--- config.mk ---
export PLATFORM = sky130hd
export DESIGN_NAME = cache_mem_arbiter
export DESIGN_NICKNAME = d
export VERILOG_FILES = /design/src/rtl/cache_mem_arbiter.sv
export SDC_FILE = /design/constraint.sdc
export NUM_CORES = 1
export LEC_CHECK = 0
export BUFFER_PORTS_ARGS = -buffer_cell sky130_fd_sc_hd__buf_2
export CAP_MARGIN = 20
export CELL_PAD_IN_SITES_DETAIL_PLACEMENT = 0
export CELL_PAD_IN_SITES_GLOBAL_PLACEMENT = 1
export CORE_MARGIN = 10
export CORE_UTILIZATION = 24
export DETAILED_ROUTE_END_ITERATION = 8
export PLACE_DENSITY = 0.93
export SYNTH_ARGS = -nofsm -noshare
export SYNTH_HDL_FRONTEND = slang
export SYNTH_SLANG_ARGS = --single-unit
--- constraint.sdc ---
create_clock -name clk -period 4.42 [get_ports clk]
set_input_delay 0.884 -clock clk [delete_from_list [all_inputs] [get_ports clk]]
set_output_delay 0.884 -clock clk [all_outputs]
set_load 0.01 [all_outputs]
--- src/rtl/cache_mem_arbiter.sv ---
// Round-robin arbiter sharing one memory-controller port between icache and dcache.
// Optional watchdog abort enabled by defining ARB_TIMEOUT_EN.
module cache_mem_arbiter #(
  parameter int ADDRBITS = 32,
  parameter int DATABITS = 32,
  parameter int BLBITS   = 16,
  parameter int TIMEOUT  = 1023
) (
  input  logic                clk,
  input  logic                reset_n,
  input  logic [ADDRBITS-1:0] ic_addr,
  input  logic                ic_rdreq,
  input  logic [BLBITS-1:0]   ic_burstlen,
  output logic [DATABITS-1:0] ic_dataout,
  output logic                ic_valid,
  input  logic [ADDRBITS-1:0] dc_addr,
  input  logic [DATABITS-1:0] dc_datain,
  input  logic                dc_rdreq,
  input  logic                dc_wrreq,
  input  logic [BLBITS-1:0]   dc_burstlen,
  output logic [DATABITS-1:0] dc_dataout,
  output logic                dc_valid,
  input  logic [DATABITS-1:0] mem_out,
  input  logic                mem_valid,
  output logic [ADDRBITS-1:0] mem_addr,
  output logic [DATABITS-1:0] mem_in,
  output logic                mem_rdreq,
  output logic                mem_wrreq,
  output logic [BLBITS-1:0]   mem_burstlen,
  output logic                arb_timeout
);

  typedef enum logic [1:0] {
    IDLE   = 2'd0,
    GNT_IC = 2'd1,
    GNT_DC = 2'd2,
    GAP    = 2'd3
  } state_t;

  state_t            state;
  state_t            state_nx;
  logic              last_dc;
  logic [BLBITS-1:0] beat_cnt;
  logic              ic_req;
  logic              dc_req;
  logic              in_gnt;
  logic              own_req;
  logic [BLBITS-1:0] own_bl;
  logic [BLBITS-1:0] bl_last;
  logic              last_beat;
  logic              tmo;

  assign ic_req = ic_rdreq;
  assign dc_req = dc_rdreq | dc_wrreq;
  assign in_gnt = (state == GNT_IC) || (state == GNT_DC);

  always_comb begin
    own_req = 1'b0;
    own_bl  = '0;
    unique case (1'b1)
      (state == GNT_IC): begin
        own_req = ic_req;
        own_bl  = ic_burstlen;
      end
      (state == GNT_DC): begin
        own_req = dc_req;
        own_bl  = dc_burstlen;
      end
      default: ;
    endcase
  end

  // A zero burst length behaves as a single beat.
  assign bl_last   = (own_bl == '0) ? '0 : own_bl - 1'b1;
  assign last_beat = in_gnt && mem_valid && (beat_cnt == bl_last);

`ifdef ARB_TIMEOUT_EN
  localparam int WDBITS = $clog2(TIMEOUT + 1);
  logic [WDBITS-1:0] wd_cnt;

  always_ff @(posedge clk or negedge reset_n) begin
    if (!reset_n) begin
      wd_cnt <= '0;
    end else if (!in_gnt || mem_valid) begin
      wd_cnt <= '0;
    end else begin
      wd_cnt <= wd_cnt + 1'b1;
    end
  end

  assign tmo = in_gnt && (wd_cnt == WDBITS'(TIMEOUT));
`else
  assign tmo = 1'b0;
`endif

  always_ff @(posedge clk or negedge reset_n) begin
    if (!reset_n) begin
      state <= IDLE;
    end else begin
      state <= state_nx;
    end
  end

  always_ff @(posedge clk or negedge reset_n) begin
    if (!reset_n) begin
      last_dc  <= 1'b1;
      beat_cnt <= '0;
    end else begin
      if (state == IDLE && state_nx != IDLE) begin
        last_dc <= (state_nx == GNT_DC);
      end
      if (in_gnt && state_nx == state) begin
        beat_cnt <= mem_valid ? beat_cnt + 1'b1 : beat_cnt;
      end else begin
        beat_cnt <= '0;
      end
    end
  end

  always_comb begin
    state_nx = state;
    unique case (state)
      IDLE: begin
        if (ic_req && dc_req) begin
          state_nx = last_dc ? GNT_IC : GNT_DC;
        end else if (ic_req) begin
          state_nx = GNT_IC;
        end else if (dc_req) begin
          state_nx = GNT_DC;
        end
      end
      GNT_IC, GNT_DC: begin
        if (tmo || last_beat) begin
          state_nx = GAP;
        end else if (!own_req) begin
          state_nx = IDLE;
        end
      end
      GAP: state_nx = IDLE;
      default: state_nx = IDLE;
    endcase
  end

  always_comb begin
    mem_addr     = '0;
    mem_in       = '0;
    mem_burstlen = '0;
    mem_rdreq    = 1'b0;
    mem_wrreq    = 1'b0;
    ic_valid     = 1'b0;
    ic_dataout   = '0;
    dc_valid     = 1'b0;
    dc_dataout   = '0;
    arb_timeout  = tmo;
    unique case (1'b1)
      (state == GNT_IC): begin
        mem_addr     = ic_addr;
        mem_burstlen = ic_burstlen;
        mem_rdreq    = ic_rdreq & ~tmo;
        ic_valid     = mem_valid;
        ic_dataout   = mem_out;
      end
      (state == GNT_DC): begin
        mem_addr     = dc_addr;
        mem_in       = dc_datain;
        mem_burstlen = dc_burstlen;
        mem_wrreq    = dc_wrreq & ~tmo;
        mem_rdreq    = dc_rdreq & ~dc_wrreq & ~tmo;
        dc_valid     = mem_valid;
        dc_dataout   = mem_out;
      end
      default: ;
    endcase
  end

endmodule

== After elaboration in Yosys (flattened, before gate mapping) ==
Index checks and enable logic that the tools add are counted.

* Register bits: 19
* Output and inout port bits: 149
* Logic and storage cells: 45

* $add $sub $neg: 2
* Equal/unequal tests: 7
* Mux-type cells: 20
* Bitwise gates (word level): 3
* Reductions and logical operators: 10

{| class="wikitable"
|+ Operator list
! cell !! number
|-
| 2-to-1 mux 32 bit || 3
|-
| one-hot mux 32 bit (2 select lines) || 1
|-
| 2-to-1 mux 16 bit || 3
|-
| one-hot mux 16 bit (2 select lines) || 1
|-
| adder 16 x 1 -> 16 bit, second input constant || 1
|-
| equality test 16 bit || 1
|-
| zero test 16 bit || 1
|-
| subtractor 16 x 1 -> 16 bit, second input constant || 1
|-
| 2-to-1 mux 2 bit || 6
|-
| equality test 2 bit, second input constant || 3
|-
| one-hot mux 2 bit (3 select lines) || 1
|-
| logical AND 1 bit || 5
|-
| one-hot mux 1 bit (2 select lines) || 2
|-
| 2-to-1 mux 1 bit || 3
|-
| equality test 2 x 1 -> 1 bit, second input constant || 1
|-
| equality test 2 bit || 1
|-
| zero test 2 bit || 1
|-
| != test 2 bit, second input constant || 1
|-
| nonzero test 2 bit || 1
|-
| OR reduction 2 bit || 1
|-
| AND 1 bit || 1
|-
| logical OR 1 bit || 1
|-
| NOT 1 bit || 1
|-
| OR 1 bit || 1
|}

== Depth between registers and ports, before layout ==
Gate-level depths: netlist of the first run.

* Depth after elaboration: 11
* Depth in mapped cells: 16

== Worst setup path after synthesis of the first run ==
No wires, ideal clock.

* Path type: register -> register
* From: register state[0]
* To: register beat_cnt[0]
* Library setup time: 0.148 ns
* Arrival: 3.857 ns
* Data required time: 4.272 ns
* Slack: 0.415 ns
* Cell stages (with the launch flop): 17
* Path buffers: 4
* Period minus slack after synthesis: 4.005 ns
* Cells stage by stage: dfrtp_1 inv_1 ha_1 buf_2 clkbuf_1 clkbuf_1 nand2_1 ha_1 o21ai_0 nor3_2 xnor2_1 o2111ai_1 a2111o_1 a2111o_1 nor4_4 buf_6 nor4_2

* Cells in the longest elaborated chain, start to end: 11
* Elaborated cells on any way between the ends: 24
* Those cells by class: add/sub (1); eq/ne (6); mux (10); reduce/logical (7)

{| class="wikitable"
|+ Ends and longest elaborated chain
! what !! RTL line !! text
|-
| from (decl) || 40 || <nowiki>state_t state;</nowiki>
|-
| from (signal assigned) || 100 || <nowiki>state <= state_nx;</nowiki>
|-
| equality test 2 bit or equality test 2 x 1 -> 1 bit (tied branches) || n/a ||
|-
| one-hot mux 16 bit (2 select lines) || 60 || <nowiki>unique case (1'b1)</nowiki>
|-
| subtractor 16 x 1 -> 16 bit or zero test 16 bit (tied branches) || 74 || <nowiki>assign bl_last = (own_bl == '0) ? '0 : own_bl - 1'b1;</nowiki>
|-
| 2-to-1 mux 16 bit || 74 ||
|-
| equality test 16 bit || 75 || <nowiki>assign last_beat = in_gnt && mem_valid && (beat_cnt == bl_last);</nowiki>
|-
| logical AND 1 bit || 75 ||
|-
| 2-to-1 mux 2 bit || 133 || <nowiki>if (tmo || last_beat) begin</nowiki>
|-
| one-hot mux 2 bit (3 select lines) || 122 || <nowiki>unique case (state)</nowiki>
|-
| equality test 2 bit || 112 || <nowiki>if (in_gnt && state_nx == state) begin</nowiki>
|-
| logical AND 1 bit * || 112 ||
|-
| != test 2 bit (no source line) or 2-to-1 mux 16 bit (tied branches) || n/a ||
|-
| to (signal assigned) || 113 || <nowiki>beat_cnt <= mem_valid ? beat_cnt + 1'b1 : beat_cnt;</nowiki>
|-
| to (decl) || 43 || <nowiki>logic [BLBITS-1:0] beat_cnt;</nowiki>
|}

Mark *: on every way between the ends. The rest lies on a longest branch, timed or not.
A chain may end at the register's enable or synchronous reset.

== Worst setup path after layout of the first run ==
* From: register state[0]
* To: register beat_cnt[9]

The elaborated chain is that of the path after synthesis.

==> impl_metrics.toml, run 1 <==
[run_status]
status = "completed"

[global_route]
grt_first_pass_wirelength_mm = 28.6
number_of_antenna_violations_at_the_first_check_in_global_routing = 8
gr-usage-all-layers_pct = 19.5
grt_remaining_overflow = 0
grt_start_max_net_pins = 71
first_global_vias = 4754

[sta]
finalSetupViolCount = 0
fin_worst_skew_ns = 0.00135
maxSlewHeadroom_pct = 48.5
setup_repair_after_global_routing_missed_its_margin = "false"
finalWorstPathRequiredPeriod_ns = 3.97
timing_worst_slew_pin_value_ns = 0.772
finalMaxSlewViolations = 0
whs_ns = 0.534
timing.final.crit_share_pct = 89.8
achievable-frequency_ghz = 0.252
setup-tns-final_ns = 0
timing.final.hold_violations = 0

[worst_setup_path]
worst-path-max-fanout = 29
critical_path.top_delay_family = "compound AO/OA/AOI/OAI gates"
ff2ff_setup_slack_ns = 0.45
cp_cell_sequence = "inv_1 -> ha_4 -> buf_4 -> a22o_1 -> o31ai_2 -> nor4b_4 -> xor2_1 -> nor4b_1 -> o21ai_1 -> a2111o_1 -> o21a_2 -> nor4_1"
worst_stage_delay_on_the_critical_path_ns = 0.48
crit_slowest_cell = "a2111o_1"
required_ns = 4.56
crit_type = "reg2reg"
critical_path.reg2reg.endpoint = "beat_cnt[9]"
cp-end-kind = "flip-flop"
startpoint_type = "flip-flop"
worst_r2r_startpoint = "state[0]"
ff2ff_path_depth = 12
crit_buf_inv = 2
crit_arrival_ns = 4.11

[hold_path]
worstHoldEndpoint = "last_dc"
holdPathStages = 2
hold_path_class = "reg2reg"
beginning_of_the_worst_hold_path = "last_dc"

[yosys]
netlist_top_cells_count = "and2_1, nor2_1, a22oi_1, clkbuf_1, nand2_1"
netlist_area_before_placement_mm2 = 0.00334
synth.net_count = 635
synth.top_cells.by_area = "and2_1, dfrtp_1, a22oi_1"
dominantRegCellSynth = "dfrtp_1"
synth.yosys.seq_area_share_pct = 14.3
ys_warn_count = 0
netlist-cell-type-count = 60
synth_seq_cells = 19
ys_async_sr_fraction_pct = 100
postSynthCellCount = 464
synth.most_common_cell = "and2_1"
synth_area_leader_cell = "and2_1"
synthesis.area_per_instance_um2 = 7.19
yosys.area.top_type_share_pct = 19.5
edff_count_synth = 0

[power_and_ir_drop]
power.leakage_nw = 2.74
pwr_density_cell_mw_per_mm2 = 675
maximum_resistive_drop_on_vdd_v = 0.000255

[placement]
weighted_congestion_reported_at_the_end_of_routability_driven_placement = 0.914
placed_instance_count = 928
place.port_buffers = 313
hpwlAfterDp_mm = 16.9

[cts]
cts_post_setup_buffers_inserted = 0
clockBufferDepth = 2
ctsHtreeMaxLevel = 1
worstSkewPairLatency_ns = 0.25
cts.sink_count = 19
tritoncts = "built"
clkSlewWorstSetupHoldPaths_ns = 0.06
clk_root_buffer_cell = "clkbuf_16"
numCtsBuffers = 3

[final_layout]
area_delta_synth_final_pct = 53.9
layout-drive-gt1-share_pct = 46.9
finalNetCount = 924
stdcell_count = 936

[route]
avgRoutedWirePerCell_um = 20.9
detail_route.drc_violations = 0
dr_total_vias = 4623
drt_wl_total_mm = 19.5
first_pass_iters = 5
drt.antenna.violating_nets = 0
vias_per_cell = 4.94
drt_first_iter_violations = 322

[run]
drv.max_cap_violation_count = 0

[floorplanning]
placementRows = 43
io_pins = 315
die_area_mm2 = 0.0190
fp.coreArea_mm2 = 0.0138
dieHeight_um = 138
initial_utilization_pct = 24.2
die-width_um = 138
## power by group
group          total, W  internal, W  switching [W]  leakage [nW]
combinational   0.00306      0.00118        0.00187          2.44
clock          0.000185     0.000121      0.0000642        0.0409
sequential     0.000226     0.000197      0.0000300         0.259
## worst register-to-register path, cell delays in order (launching register included)
cell and delay, ns:
dfrtp_1 0.39, inv_1 0.13, ha_4 0.27, buf_4 0.24, a22o_1 0.27, o31ai_2 0.42
nor4b_4 0.37, xor2_1 0.20, nor4b_1 0.25, o21ai_1 0.12, a2111o_1 0.48, o21a_2 0.38
nor4_1 0.33
## flip-flops by register name, summed over array words and instances (netlist names)
name      flops
state         2
last_dc       1
beat_cnt     16
## layout by cell type (no fill, tap or decap), types with 4 or more instances in the layout
cell type and n:
a21oi_1 10, a22o_1 15, a22oi_1 39, and2_1 104, and3_1 5, buf_2 313, buf_4 10, dfrtp_1 18
diode_2 4, inv_1 14, mux2i_1 5, nand2_1 24, nand3_1 9, nand4_1 9, nor2_1 52, nor3_1 4
nor4_1 12, nor4_2 10, o21ai_0 17, xnor2_1 13, xor2_1 9
## metal layers
layer  track usage [%]  vias to the layer above  wire length [um]
met5                 0                        -                82
met4              3.82                       12               323
met3              6.88                       22              2120
li1                  -                     2244                 -
met1              22.5                     2136              7460
met2              34.2                      209              9550
## metrics by stage
step                util (%)  cell area, um2  power, W  worst slack, ns
global placement        36.6            5040   0.00326            0.307
floorplan                  -            3340   0.00229            0.415
detailed placement      36.6            5040   0.00327            0.165
CTS                     37.2            5120   0.00347            0.324
finish                  37.3            5140   0.00347            0.452
global route            37.2            5130   0.00378           0.0617
## worst max-delay path by stage
stage | slack, ns | to | depth (start not counted) | start
6_report | 0.45 | beat_cnt[9] | 12 | state[0]
2_1_floorplan | 0.42 | beat_cnt[0] | 16 | state[0]
3_5_place_dp | 0.16 | beat_cnt[10] | 12 | dc_burstlen[0]
4_1_cts | 0.32 | beat_cnt[9] | 13 | state[1]
3_3_place_gp | 0.31 | beat_cnt[12] | 13 | dc_burstlen[0]
5_1_grt | 0.06 | beat_cnt[9] | 12 | state[1]
## layout make-up
class	count	area (um2)
tap	180	225
inverter	15	60.1
multi-input combinational	391	2640
antenna	4	10.0
fill	1532	8640
sequential	19	477
timing repair buffer	323	1640
clock inverter	1	5.00
clock buffer	3	75.1
## logic make-up after synthesis
logic type,Yosys count,share of synthesized area [%]
buffers and inverters,54,7.16
xor gates and xnor gates,23,6.45
adders and majority gates,5,1.87
muxes,5,1.50
other,1,0.112
and+or+nand+nor,244,43.6
DFF,19,14.3
AOI/OAI and AO/OA,113,25.1
## timing repair
action / CTS / global route
endpoints found under the hold margin: 0 / 0
hold buffers: 0 / 0
setup endpoints to repair: 0 / 17
resized for setup: 0 / 5
(Power assumes the default switching activity.)
==> run 2, diff against run 1 <==
ABC_AREA = 1   (was default)
CORE_UTILIZATION = 23   (was 24)
CTS_BUF_LIST = sky130_fd_sc_hd__clkbuf_16   (was default)
PLACE_DENSITY = 0.92   (was 0.93)
==> run 2 against run 1 <==
Against the previous run: global-route usage fell by 2.4 points; synthesized area is 12% higher; via count grew 16%; critical path type unchanged; critical path depth rose by 10; first-iteration DRC count is 11% lower; clock skew is 0.0047 ns higher; power is 18% higher; sequential power is essentially flat; setup slack improved by 0.44 ns; largest cell class unchanged.
==> impl_metrics.toml, run 2 <==
[worst_setup_path]
worst-path-max-fanout = 27
required_ns = 4.55
crit_buf_inv = 3
crit_slowest_cell = "ha_1"
critical_path.top_delay_family = "simple AND/OR/NAND/NOR gates"
crit_arrival_ns = 3.66
ff2ff_path_depth = 22
worst_stage_delay_on_the_critical_path_ns = 0.57
cp_cell_sequence = "inv_1 -> ha_1 -> buf_4 -> nand2_1 -> nand2_1 -> nor2_2 -> nand2_1 -> inv_2 -> nand2_4 -> nand3_1 -> nand2_1 -> nand2_1 -> nor2_1 -> nand3b_1 -> nor2_1 -> nand2_1 -> nand2_1 -> nand2_1 -> nand2_1 -> nand2_2 -> nand2_4 -> nor3_1"
timing.critical_path.depth = 22
startpoint_type = "flip-flop"
critPathMostFrequentCell = "nand2_1"
crit_type = "reg2reg"
cp-end-kind = "flip-flop"

[power_and_ir_drop]
maximum_resistive_drop_on_vdd_v = 0.000407
p_clk_share_pct = 4.5
pwr-share-comb_pct = 90.0
power_frac_seq_pct = 5.5
power.leakage_nw = 4.01
switching_share_pct = 63.4
total_switching_power_w = 0.00259
power.internal_w = 0.00150
pwr_density_cell_mw_per_mm2 = 743

[floorplanning]
initial_utilization_pct = 23.4
die_area_mm2 = 0.0217
dieHeight_um = 147
fp.coreArea_mm2 = 0.0159
placementRows = 46
die-width_um = 147
io_pins = 315

[cts]
clk_root_buffer_cell = "clkbuf_16"
cts.sink_count = 19
numCtsBuffers = 3
clkSlewWorstSetupHoldPaths_ns = 0.06
tritoncts = "built"
postCtsResizedCells = 0
clockBufferDepth = 2
cts_post_setup_buffers_inserted = 0
worstSkewPairLatency_ns = 0.25
cts_hold_repair_buffers = 0
ctsHtreeMaxLevel = 1

[global_route]
grt_start_max_net_pins = 100
grt_first_pass_wirelength_mm = 29.9
grt_remaining_overflow = 0
first_global_vias = 5339
number_of_antenna_violations_at_the_first_check_in_global_routing = 5
gr-usage-all-layers_pct = 17.1

[yosys]
synth.top_cells.by_area = "nand2_1, inv_1, dfrtp_1"
netlist_area_before_placement_mm2 = 0.00372
synth_area_leader_cell = "nand2_1"
synth.net_count = 910
ys_warn_count = 0
ys_async_sr_fraction_pct = 100
synth.yosys.seq_area_share_pct = 12.8
netlist_top_cells_count = "nand2_1, inv_1, nand3_1, nor2_1, a21oi_1"
yosys.area.top_type_share_pct = 32.5
synthesis.area_per_instance_um2 = 5.04
edff_count_synth = 0
synth.most_common_cell = "nand2_1"
synth_seq_cells = 19
netlist-cell-type-count = 37
postSynthCellCount = 739
dominantRegCellSynth = "dfrtp_1"

[hold_path]
hold_path_class = "reg2reg"
holdPathStages = 2

[sta]
timing.final.hold_violations = 0
finalMaxSlewViolations = 0
timing_worst_slew_pin_value_ns = 0.960
setup-tns-final_ns = 0
whs_ns = 0.489
maxSlewHeadroom_pct = 36.0
fin_worst_skew_ns = 0.00601
setup_repair_after_global_routing_missed_its_margin = "false"
timing.final.crit_share_pct = 79.9
achievable-frequency_ghz = 0.283
finalWorstPathRequiredPeriod_ns = 3.53
finalSetupViolCount = 0

[final_layout]
layout-drive-gt1-share_pct = 35.3
num-fill-cells = 1850
final_cell_mix = "nand2_1, buf_2, inv_1, nand3_1, nor2_1"
regMostFlops = "beat_cnt"
finalNetCount = 1200
post-route-util_pct = 34.6
largestRegisters = "beat_cnt (16), state (2), last_dc (1)"
final_common_cell = "nand2_1"
largest_register_ff_count = 16
area_delta_synth_final_pct = 47.6
stdcell_count = 1246

[route]
drt_wl_total_mm = 19.7
first_pass_iters = 5
vias_per_cell = 4.29
avgRoutedWirePerCell_um = 15.8
detail_route.drc_violations = 0
drt_first_iter_violations = 285
drt.antenna.violating_nets = 0
dr_total_vias = 5343

[placement]
hpwlAfterDp_mm = 17.2
place.port_buffers = 313
placed_instance_count = 1240
weighted_congestion_reported_at_the_end_of_routability_driven_placement = 0.907

[run_status]
status = "completed"

[run]
drv.max_cap_violation_count = 0
-- run 2: changes by cell type after synthesis, sizes merged, moves of 15 or more --
cell	change
a21oi	+25
nand3	+35
inv	+137
and2	-105
a22o	-15
nand2	+315
a22oi	-38
nor4	-21
-- run 2: worst paths after layout --
| kind | startpoint | to | slack [ns] |
|---|---|---|---|
| max | state[0] | beat_cnt[12] | 0.89 |
| min | last_dc | last_dc | 0.49 |
| max reg2reg | state[0] | beat_cnt[12] | 0.89 |
| min reg2reg | last_dc | last_dc | 0.49 |
| max in group asynchronous | reset_n | last_dc | 3.50 |
| min in group asynchronous | reset_n | beat_cnt[12] | 0.58 |
-- run 2: worst reg2reg max path, cell delays in order (launching register included) --
cell	delay [ns]
dfrtp_1	0.44
inv_1	0.14
ha_1	0.57
buf_4	0.25
nand2_1	0.13
nand2_1	0.13
nor2_2	0.05
nand2_1	0.10
inv_2	0.06
nand2_4	0.21
nand3_1	0.17
nand2_1	0.09
nand2_1	0.05
nor2_1	0.12
nand3b_1	0.09
nor2_1	0.09
nand2_1	0.09
nand2_1	0.07
nand2_1	0.07
nand2_1	0.11
nand2_2	0.07
nand2_4	0.21
nor3_1	0.09
-- run 2: power by group through the flow --
stage	clock network, W	registers, W	logic [W]
CTS	0.000188	0.000223	0.00368
global placement	0	0.000225	0.00367
floorplan	0	0.000218	0.00270
global route	0.000195	0.000226	0.00416
detailed placement	0	0.000226	0.00367
finish	0.000185	0.000224	0.00368
-- run 2: cells by family after synthesis --
kind of cell               Yosys count  synth area share [%]
adders and majority gates            5                  1.68
DFF                                 19                  12.8
buffers and inverters              185                  20.7
AOI/OAI and AO/OA                   49                  6.85
other                                1                 0.101
xor gates and xnor gates            14                  3.29
and+or+nand+nor                    466                  54.6
-- run 2: layout make-up --
type | count | area (um2) | share of cell area [%]
Clock inverter | 1 | 3.75 | 0.0683
Clock buffer | 3 | 75.1 | 1.37
Multi-Input combinational cell | 535 | 2490 | 45.3
Sequential cell | 19 | 477 | 8.67
Tap cell | 216 | 270 | 4.92
Timing Repair Buffer | 318 | 1600 | 29.2
Antenna cell | 2 | 5.00 | 0.0911
Inverter | 152 | 571 | 10.4
-- run 2: per-layer routing --
metal / part of all wire, % / up-vias / global-route usage (%)
met4: 1.7 / 4 / 4.16
met5: 0.11 / - / 0
met1: 38 / 2324 / 18.1
li1: - / 2777 / -
met3: 9.7 / 27 / 6.39
met2: 51 / 211 / 31.3
-- run 2: metrics by stage --
stage / cell area (um2) / worst slack, ns / total power [W]
finish: 5500 / 0.890 / 0.00409
global route: 5500 / 0.379 / 0.00458
CTS: 5490 / 0.899 / 0.00409
detailed placement: 5410 / 0.917 / 0.00389
global placement: 5410 / 1.02 / 0.00390
floorplan: 3720 / 1.29 / 0.00292
==> run 3, diff against run 2 <==
ABC_AREA = 0   (was 1)
CORE_UTILIZATION = 24   (was 23)
PLACE_DENSITY = 0.93   (was 0.92)
clock period = 3.3 ns   (was 4.42 ns; I/O delays follow)
==> run 3 against run 2 <==
Against the previous run: the run now ends with setup timing left; clock skew shrank 0.0052 ns; design area grew 6.3%; via count shrank 7.2%; critical path type unchanged.
==> impl_metrics.toml, run 3 (synthesis gave the netlist of run 1 again) <==
[run_status]
status = "complete, but fails checks"
violations = "setup timing"

[placement]
post_dp_cell_area_mm2 = 0.00547
place_ws_ns = -0.409
place.port_buffers = 313
weighted_congestion_reported_at_the_end_of_routability_driven_placement = 0.917
hpwlAfterDp_mm = 18.2

[floorplanning]
placementRows = 43
fp.coreArea_mm2 = 0.0138
die-width_um = 138
dieHeight_um = 138
die_area_mm2 = 0.0190
io_pins = 315
initial_utilization_pct = 24.2

[worst_setup_path]
worst_stage_delay_on_the_critical_path_ns = 0.51
critPathMostFrequentCell = "a2111o_1"
ff2ff_path_depth = 14
startpoint_type = "flip-flop"
crit_arrival_ns = 3.70
required_ns = 3.40
worst-path-max-fanout = 8
crit_slowest_cell = "o41a_1"
crit_type = "reg2reg"
cp_cell_sequence = "inv_2 -> ha_4 -> buf_6 -> a22o_1 -> o41a_1 -> nor3_4 -> xnor2_1 -> o2111ai_1 -> a2111o_1 -> a2111o_1 -> nor4_4 -> buf_4 -> clkbuf_16 -> nor4_2"
cp-end-kind = "flip-flop"

[route]
detail_route.drc_violations = 0
drt.antenna.violating_nets = 0
vias_per_cell = 4.92
drt_first_iter_violations = 307
first_pass_iters = 5
drt_wl_total_mm = 21.1
dr_total_vias = 4958
avgRoutedWirePerCell_um = 21.0

[sta]
timing_worst_slew_pin_value_ns = 0.851
finalSetupViolCount = 18
timing.final.crit_share_pct = 109
maxSlewHeadroom_pct = 43.2
timing.final.hold_violations = 0
achievable-frequency_ghz = 0.278
whs_ns = 0.340
fin_ws_ns = -0.292
setup_repair_after_global_routing_missed_its_margin = "true"
finalWorstPathRequiredPeriod_ns = 3.59
setup-tns-final_ns = -4.72
fin_worst_skew_ns = 0.000800
finalMaxSlewViolations = 0

[final_layout]
largest_register_ff_count = 16
final_cell_mix = "buf_2, and2_1, buf_4, nor2_1, a22oi_1"
multi_input_area_mm2 = 0.00278
num-fill-cells = 1478
stdcell_area_mm2 = 0.00584
regMostFlops = "beat_cnt"
finalNetCount = 990
layout-drive-gt1-share_pct = 53.1
largestRegisters = "beat_cnt (16), state (2), last_dc (1)"
final_common_cell = "buf_2"
sequential_cell_area_um2 = 478
area_delta_synth_final_pct = 75.0

[hold_path]
hold_path_class = "in2async"

[global_route]
grt_first_pass_wirelength_mm = 30.2
gr-usage-all-layers_pct = 20.9
grt_remaining_overflow = 0
grt_start_max_net_pins = 74
number_of_antenna_violations_at_the_first_check_in_global_routing = 17
first_global_vias = 5007

[power_and_ir_drop]
power.leakage_nw = 3.12
pwr_density_cell_mw_per_mm2 = 984
total_power_of_the_final_layout_w = 0.00575
maximum_resistive_drop_on_vdd_v = 0.000450

[cts]
clockBufferDepth = 2
clkSlewWorstSetupHoldPaths_ns = 0.06
cts_hold_repair_buffers = 0
tritoncts = "built"
worstSkewPairLatency_ns = 0.26
cts.sink_count = 19
numCtsBuffers = 3
clk_root_buffer_cell = "clkbuf_16"
ctsHtreeMaxLevel = 1

[run]
drv.max_cap_violation_count = 0
==> run 3: per-layer routing <==
metal,track usage (%),routed length (um),vias up
li1,-,-,2379
met1,23.6,7850,2306
met2,35.6,10300,221
met3,8.84,2480,36
met4,5.33,394,16
met5,0,74,-
==> run 3: power by group <==
group / internal [W] / switching, W / leakage, nW
clock: 0.000163 / 0.0000959 / 0.0409
sequential: 0.000265 / 0.0000359 / 0.258
combinational: 0.00237 / 0.00282 / 2.82
total: 0.00280 / 0.00295 / 3.12
==> run 3: cell type report <==
cell class	instances	area share, %
Inverter	15	0.964
Multi-Input combinational cell	391	47.5
Tap cell	180	3.86
Clock buffer	3	1.29
Sequential cell	19	8.18
Antenna cell	9	0.386
Timing Repair Buffer	389	37.7
Clock inverter	1	0.0857
==> run 3: what timing repair did <==
item,in CTS,in global routing
pin swaps,2,0
resized for setup,13,8
buffers inserted,10,6
gates cloned,0,1
endpoints found under the setup margin,18,18
==> run 3: final timing paths <==
kind / slack [ns] / start / end
worst max-delay path: -0.29 / state[0] / beat_cnt[4]
worst min-delay path: 0.34 / reset_n / beat_cnt[13]
worst min register to register: 0.53 / last_dc / last_dc
max in group asynchronous: 2.62 / reset_n / last_dc
worst max register to register: -0.29 / state[0] / beat_cnt[4]
min in group clk: 0.53 / last_dc / last_dc
==> run 3: worst max-delay path: cells and delay by family (launching register included) <==
family | cells | cell delay (ns)
flops | 1 | 0.38
compound gates | 5 | 1.64
simple gates | 3 | 0.51
buf+inv | 4 | 0.54
xor+xnor | 1 | 0.15
fa+ha+maj | 1 | 0.20
==> run 3: through the flow <==
stage	utilization [%]	std cells
5_1_grt	42.3	1000
3_3_place_gp	39.7	977
6_report	42.4	1007
3_5_place_dp	39.7	977
2_1_floorplan	-	464
4_1_cts	41.4	991
